--- src/rtl/palin_pkg.sv ---
// Shared types and constants for the decimal palindrome generator.
// Holds the FSM state encoding, the digit and sequence limits, and the shift-add x10 helper.
package palin_pkg;

    typedef enum logic [1:0] {
        IDLE,
        BUILD,
        PRESENT,
        DONE
    } state_t;

    localparam logic [3:0]  DIGIT_MAX   = 4'd9;
    localparam int unsigned BUILD_STEPS = 4;
    localparam int unsigned NUM_VALUES  = 100;
    localparam int unsigned DATA_W      = 16;
    localparam int unsigned IDX_W       = 7;

    // Forms v*10 as v*8 + v*2 so that no multiplier is inferred.
    function automatic logic [DATA_W-1:0] times_ten(input logic [DATA_W-1:0] v);
        return (v << 3) + (v << 1);
    endfunction

endpackage

--- src/rtl/bcd_digit_pair_ctr.sv ---
// BCD counter pair holding the outer digit a and the inner digit b of palindrome "abba".
// Digit b advances on every increment; when b wraps from 9 to 0, digit a advances.
module bcd_digit_pair_ctr
    import palin_pkg::*;
#(
    parameter logic [3:0] A_INIT = 4'd0
) (
    input  logic       clk,
    input  logic       rst_n,
    input  logic       load,
    input  logic       inc,
    output logic [3:0] dig_a,
    output logic [3:0] dig_b,
    output logic       last
);

    always_ff @(posedge clk or negedge rst_n) begin
        if (!rst_n) begin
            dig_a <= A_INIT;
            dig_b <= '0;
        end else if (load) begin
            dig_a <= A_INIT;
            dig_b <= '0;
        end else if (inc) begin
            if (dig_b == DIGIT_MAX) begin
                dig_b <= '0;
                dig_a <= (dig_a == DIGIT_MAX) ? A_INIT : dig_a + 4'd1;
            end else begin
                dig_b <= dig_b + 4'd1;
            end
        end
    end

    assign last = (dig_a == DIGIT_MAX) && (dig_b == DIGIT_MAX);

endmodule

--- src/rtl/palindrome_gen.sv ---
// Streams every 4-digit decimal palindrome "abba" in ascending order over a valid/ready port.
// Each value is built from its digits by Horner's rule, one digit per cycle, before it is presented.
module palindrome_gen
    import palin_pkg::*;
#(
    parameter bit SKIP_LEADING_ZERO = 1'b0
) (
    input  logic              clk,
    input  logic              rst_n,
    input  logic              start,
    input  logic              abort,
    input  logic              out_ready,
    output logic              out_valid,
    output logic [DATA_W-1:0] out_data,
    output logic [IDX_W-1:0]  out_idx,
    output logic              busy,
    output logic              done
);

    localparam logic [3:0] A0        = SKIP_LEADING_ZERO ? 4'd1 : 4'd0;
    localparam logic [1:0] LAST_STEP = 2'(BUILD_STEPS - 1);

    state_t            state;
    state_t            state_nxt;
    logic [1:0]        step;
    logic [DATA_W-1:0] acc;
    logic [DATA_W-1:0] acc_nxt;
    logic [3:0]        dig_a;
    logic [3:0]        dig_b;
    logic [3:0]        horner_digit;
    logic              last;
    logic              accept;
    logic              ctr_load;
    logic              ctr_inc;
    logic              build_entry;

    bcd_digit_pair_ctr #(
        .A_INIT (A0)
    ) u_digits (
        .clk   (clk),
        .rst_n (rst_n),
        .load  (ctr_load),
        .inc   (ctr_inc),
        .dig_a (dig_a),
        .dig_b (dig_b),
        .last  (last)
    );

    // out_valid is high only in PRESENT, so this also ignores out_ready elsewhere.
    assign accept = out_valid & out_ready;

    always_comb begin
        state_nxt = state;
        ctr_load  = 1'b0;
        ctr_inc   = 1'b0;
        if (abort) begin
            state_nxt = IDLE;
            ctr_load  = 1'b1;
        end else begin
            case (state)
                IDLE: begin
                    if (start) begin
                        state_nxt = BUILD;
                        ctr_load  = 1'b1;
                    end
                end
                BUILD: begin
                    if (step == LAST_STEP) begin
                        state_nxt = PRESENT;
                    end
                end
                PRESENT: begin
                    if (accept) begin
                        if (last) begin
                            state_nxt = DONE;
                        end else begin
                            state_nxt = BUILD;
                            ctr_inc   = 1'b1;
                        end
                    end
                end
                DONE: begin
                    state_nxt = IDLE;
                end
                default: begin
                    state_nxt = IDLE;
                end
            endcase
        end
    end

    // Digit order a, b, b, a: outer digit on the first and last Horner steps.
    always_comb begin
        horner_digit = (step == 2'd0 || step == LAST_STEP) ? dig_a : dig_b;
        acc_nxt      = times_ten(acc) + {{(DATA_W-4){1'b0}}, horner_digit};
    end

    assign build_entry = (state_nxt == BUILD) && (state != BUILD);

    always_ff @(posedge clk or negedge rst_n) begin
        if (!rst_n) begin
            state     <= IDLE;
            step      <= '0;
            acc       <= '0;
            out_valid <= 1'b0;
            out_data  <= '0;
            out_idx   <= '0;
            busy      <= 1'b0;
            done      <= 1'b0;
        end else begin
            state     <= state_nxt;
            out_valid <= (state_nxt == PRESENT);
            busy      <= (state_nxt != IDLE);
            done      <= (state_nxt == DONE);

            if (build_entry) begin
                acc  <= '0;
                step <= '0;
            end else if (state == BUILD && !abort) begin
                acc  <= acc_nxt;
                step <= step + 2'd1;
                if (step == LAST_STEP) begin
                    out_data <= acc_nxt;
                end
            end

            if (abort || (state == IDLE && start)) begin
                out_idx <= '0;
            end else if (accept && !last) begin
                out_idx <= out_idx + 7'd1;
            end
        end
    end

endmodule

--- config.mk ---
export PLATFORM = sky130hd
export DESIGN_NAME = palindrome_gen
export DESIGN_NICKNAME = d
export VERILOG_FILES = /design/src/rtl/palin_pkg.sv /design/src/rtl/bcd_digit_pair_ctr.sv /design/src/rtl/palindrome_gen.sv
export SDC_FILE = /design/constraint.sdc
export NUM_CORES = 1
export LEC_CHECK = 0
export CAP_MARGIN = 20
export CORE_ASPECT_RATIO = 1.1
export CORE_MARGIN = 4
export CORE_UTILIZATION = 40
export DETAILED_ROUTE_END_ITERATION = 7
export MAX_ROUTING_LAYER = met4
export PLACE_DENSITY_LB_ADDON = 0.12
export SYNTH_ARGS = -nofsm -noshare
export SYNTH_HDL_FRONTEND = slang
export SYNTH_SLANG_ARGS = --single-unit
--- constraint.sdc ---
create_clock -name clk -period 8 [get_ports clk]
set_input_delay 1.2 -clock clk [delete_from_list [all_inputs] [get_ports clk]]
set_output_delay 1.2 -clock clk [all_outputs]
set_load 0.01 [all_outputs]
==> flow_metrics.tcl <==
set metrics [dict create \
    cts_buffers 5 \
    portBuffers 30 \
    crit_arrival_ps 3560 \
    critPathCaptureType "flop" \
    synth_fa_ha_area_share_pct 13.7 \
    place_hpwl_mm 4.92 \
    synth_top_family_by_area "simple AND/OR/NAND/NOR gates" \
    final_layout_size_suffix_gt1_share_pct 5.56 \
    pwr-share-clk_pct 33.9 \
    antennaDiodeCount 0 \
    peakVddDrop_mv 0.0914 \
    die_x_um 93.5 \
    cp_max_fo 6 \
    final_common_cell "dfrtp_1" \
    cp_common_cell "ha_1" \
    syn_area_um2 3210 \
    synth-edff-count 0 \
    grt_max_degree 54 \
    cts_tree "built" \
    use_met3_pct 2.65 \
    synthCells 334 \
    path_buf_inv 1 \
    grt_overflow_total 0 \
    cts.sinks 53 \
    coreArea_um2 7870 \
    io_pins 31 \
    cap_violations 0 \
    antenna_found_initial 0 \
    drt_iter0_drc 56 \
    postCtsHoldBufs 0 \
    grt_pass1_wl_mm 12.0 \
    skew_ps 11.1 \
    p_int_mw 0.345 \
    cp.required_ps 8200 \
    initial_core_util_pct 40.8 \
    grt_use_met2_pct 27.2 \
    gp_congestion 0.808 \
    muxShareOfSynthArea_pct 1.60 \
    synth_compound_area_share_pct 17.3 \
    drcViolationCount 0 \
    finalSetupTns_ps 0 \
    maxSlewViolCount 0 \
    avgSynthCellArea_um2 9.62 \
    drtAntennaViolNets 0 \
    max_freq_mhz 298 \
    cp_num_cells 11 \
    hold_viol_final 0 \
    p_seq_share_pct 58.7 \
    vias 2433 \
    grt_use_met1_pct 20.5 \
    async_reset_ff_share_pct 100 \
    p_comb_share_pct 7.4 \
    yosys.area_share.simple_pct 18.5 \
    design_area_um2 3680 \
    hold_path_class "reg -> reg" \
    die_area_um2 9540 \
    ys_seq_area_share_pct 41.3 \
    cts_root_buf "clkbuf_8" \
    drt-wirelength-per-cell_um 14.5 \
    grt.busiest_layer "met2" \
    ys.flop_type "dfrtp_1" \
    cp-start-kind "flop" \
    rows 34 \
    first_global_vias 2434 \
    grt_util_all_layers_pct 16.3 \
    synth_nets 373 \
    holdPathStages 2 \
    crit_slowest_cell "ha_1" \
    p_switching_mw 0.122 \
    min_period_ps 3360 \
    ctsHtreeMaxLevel 2 \
    max_stage_delay_ps 430 \
    clk_pin_slew_ps 110 \
    cts_resized 0 \
    synth_xor_area_share_pct 4.63 \
    wl_mm 6.77 \
    ys_warn_count 0 \
    finalCritPeriodShare_pct 42.0 \
    crit_type "reg -> reg" \
    ff2ff_path_depth 11 \
    path_cells "ha_1, mux2_2, ha_1, ha_1, inv_1, fa_1, nand2b_1, a21oi_1, o21ai_0, and4_1, a221o_1" \
    status "finished clean" \
    cp_top_family "adder cells" \
    slew_headroom_pct 37.3 \
    clk-insertion-delay-late_ps 310 \
    switching_share_pct 26.1 \
    cts_setup_buffers 0 \
    final_cell_mix "dfrtp_1, nand2_1, ha_1" \
    via_per_inst 5.20 \
    post_dp_cell_area_um2 3590 \
    die_y_um 102 \
    synth_seq_cells 53 \
    drt-pass1-iter-count 4 \
    fin_nets 398 \
    worst_pin_slew_ps 938 \
    power.density_nw_per_um2 127 \
    synth_cell_types 51 \
    rsz0062_at_grt "false" \
    p_leak_nw 1.72 \
    clk_path_buf_depth 2 \
    area_growth_pct 14.5 \
    final-setup-viol-count 0 \
]
-- stage by stage --
| stage | hold WS (ps) | setup WS, ps | utilization [%] | total power [mW] | std cells |
|---|---|---|---|---|---|
| after global placement | 462 | 4410 | 45.6 | 0.315 | 460 |
| after global routing | 505 | 4370 | 46.8 | 0.491 | 468 |
| final | 481 | 4640 | 46.8 | 0.467 | 468 |
| after floorplan | 468 | 4850 | - | 0.300 | 334 |
| after detailed placement | 466 | 4290 | 45.6 | 0.316 | 460 |
| after CTS | 490 | 4600 | 46.8 | 0.476 | 468 |
-- path summary, 6_finish.rpt --
kind                             startpoint          end  slack [ps]
worst max-delay path                step[0]      acc[12]        4640
worst max register to register      step[0]      acc[12]        4640
min in group asynchronous             rst_n  out_data[6]        1010
max in group asynchronous             rst_n      acc[12]        6530
worst min-delay path            out_data[9]  out_data[9]         480
worst min register to register  out_data[9]  out_data[9]         480
-- worst reg2reg max path, cell delays in order (launching register included) --
cell	delay (ps)
dfrtp_1	410
ha_1	430
mux2_2	380
ha_1	280
ha_1	170
inv_1	60
fa_1	390
nand2b_1	180
a21oi_1	270
o21ai_0	200
and4_1	230
a221o_1	250
-- layer usage --
layer / part of all wire, % / wire (um)
met1: 47 / 3210
met2: 49 / 3350
met3: 1.8 / 123
met4: 1.3 / 87
met5: 0 / 0
-- state kept, by name (all words and copies together), names as in the netlist --
name	count
out_data	16
acc	15
out_idx	7
u_digits.dig_a	4
u_digits.dig_b	4
state	2
step	2
busy	1
done	1
out_valid	1
-- power groups by stage --
| stage | combinational, mW | sequential, mW | clock [mW] |
|---|---|---|---|
| after global routing | 0.0390 | 0.275 | 0.177 |
| after CTS | 0.0359 | 0.274 | 0.166 |
| final | 0.0345 | 0.274 | 0.159 |
| after detailed placement | 0.0361 | 0.280 | 0 |
| after global placement | 0.0353 | 0.279 | 0 |
| after floorplan | 0.0218 | 0.278 | 0 |
-- cell families (layout without fill, tap and decap cells) --
group	count (synthesis)	in the layout
AND/OR/NAND/NOR	121	121
AO/OA/AOI/OAI	81	81
flip-flops	53	53
adder cells (fa/ha/maj)	34	34
buffers and inverters	23	49
XOR/XNOR	17	17
multiplexers	5	5
-- cells in the mapped netlist, types with 5 or more instances --
| master | instances | share of area (%) |
|---|---|---|
| a211oi_1 | 5 | 1.2 |
| nor3_1 | 6 | 0.93 |
| a21o_1 | 7 | 1.6 |
| xor2_1 | 13 | 3.5 |
| o21ai_0 | 28 | 4.4 |
| inv_1 | 10 | 1.2 |
| clkbuf_1 | 8 | 0.93 |
| ha_1 | 32 | 12 |
| a21oi_1 | 14 | 2.2 |
| dfrtp_1 | 53 | 41 |
| nand4_1 | 8 | 1.6 |
| nor2_1 | 30 | 3.5 |
| nand3_1 | 6 | 0.93 |
| nand2_1 | 47 | 5.5 |
| nand2b_1 | 5 | 0.97 |
-- layout make-up --
cell class                 count  area [um2]
clock buffer                   5        68.8
multi-input combinational    258        1790
inverter                      10        37.5
sequential                    53        1330
timing repair buffer          31         303
tap                          108         135
fill                         787        4190
clock inverter                 3        21.3
(Power assumes the default switching activity.)
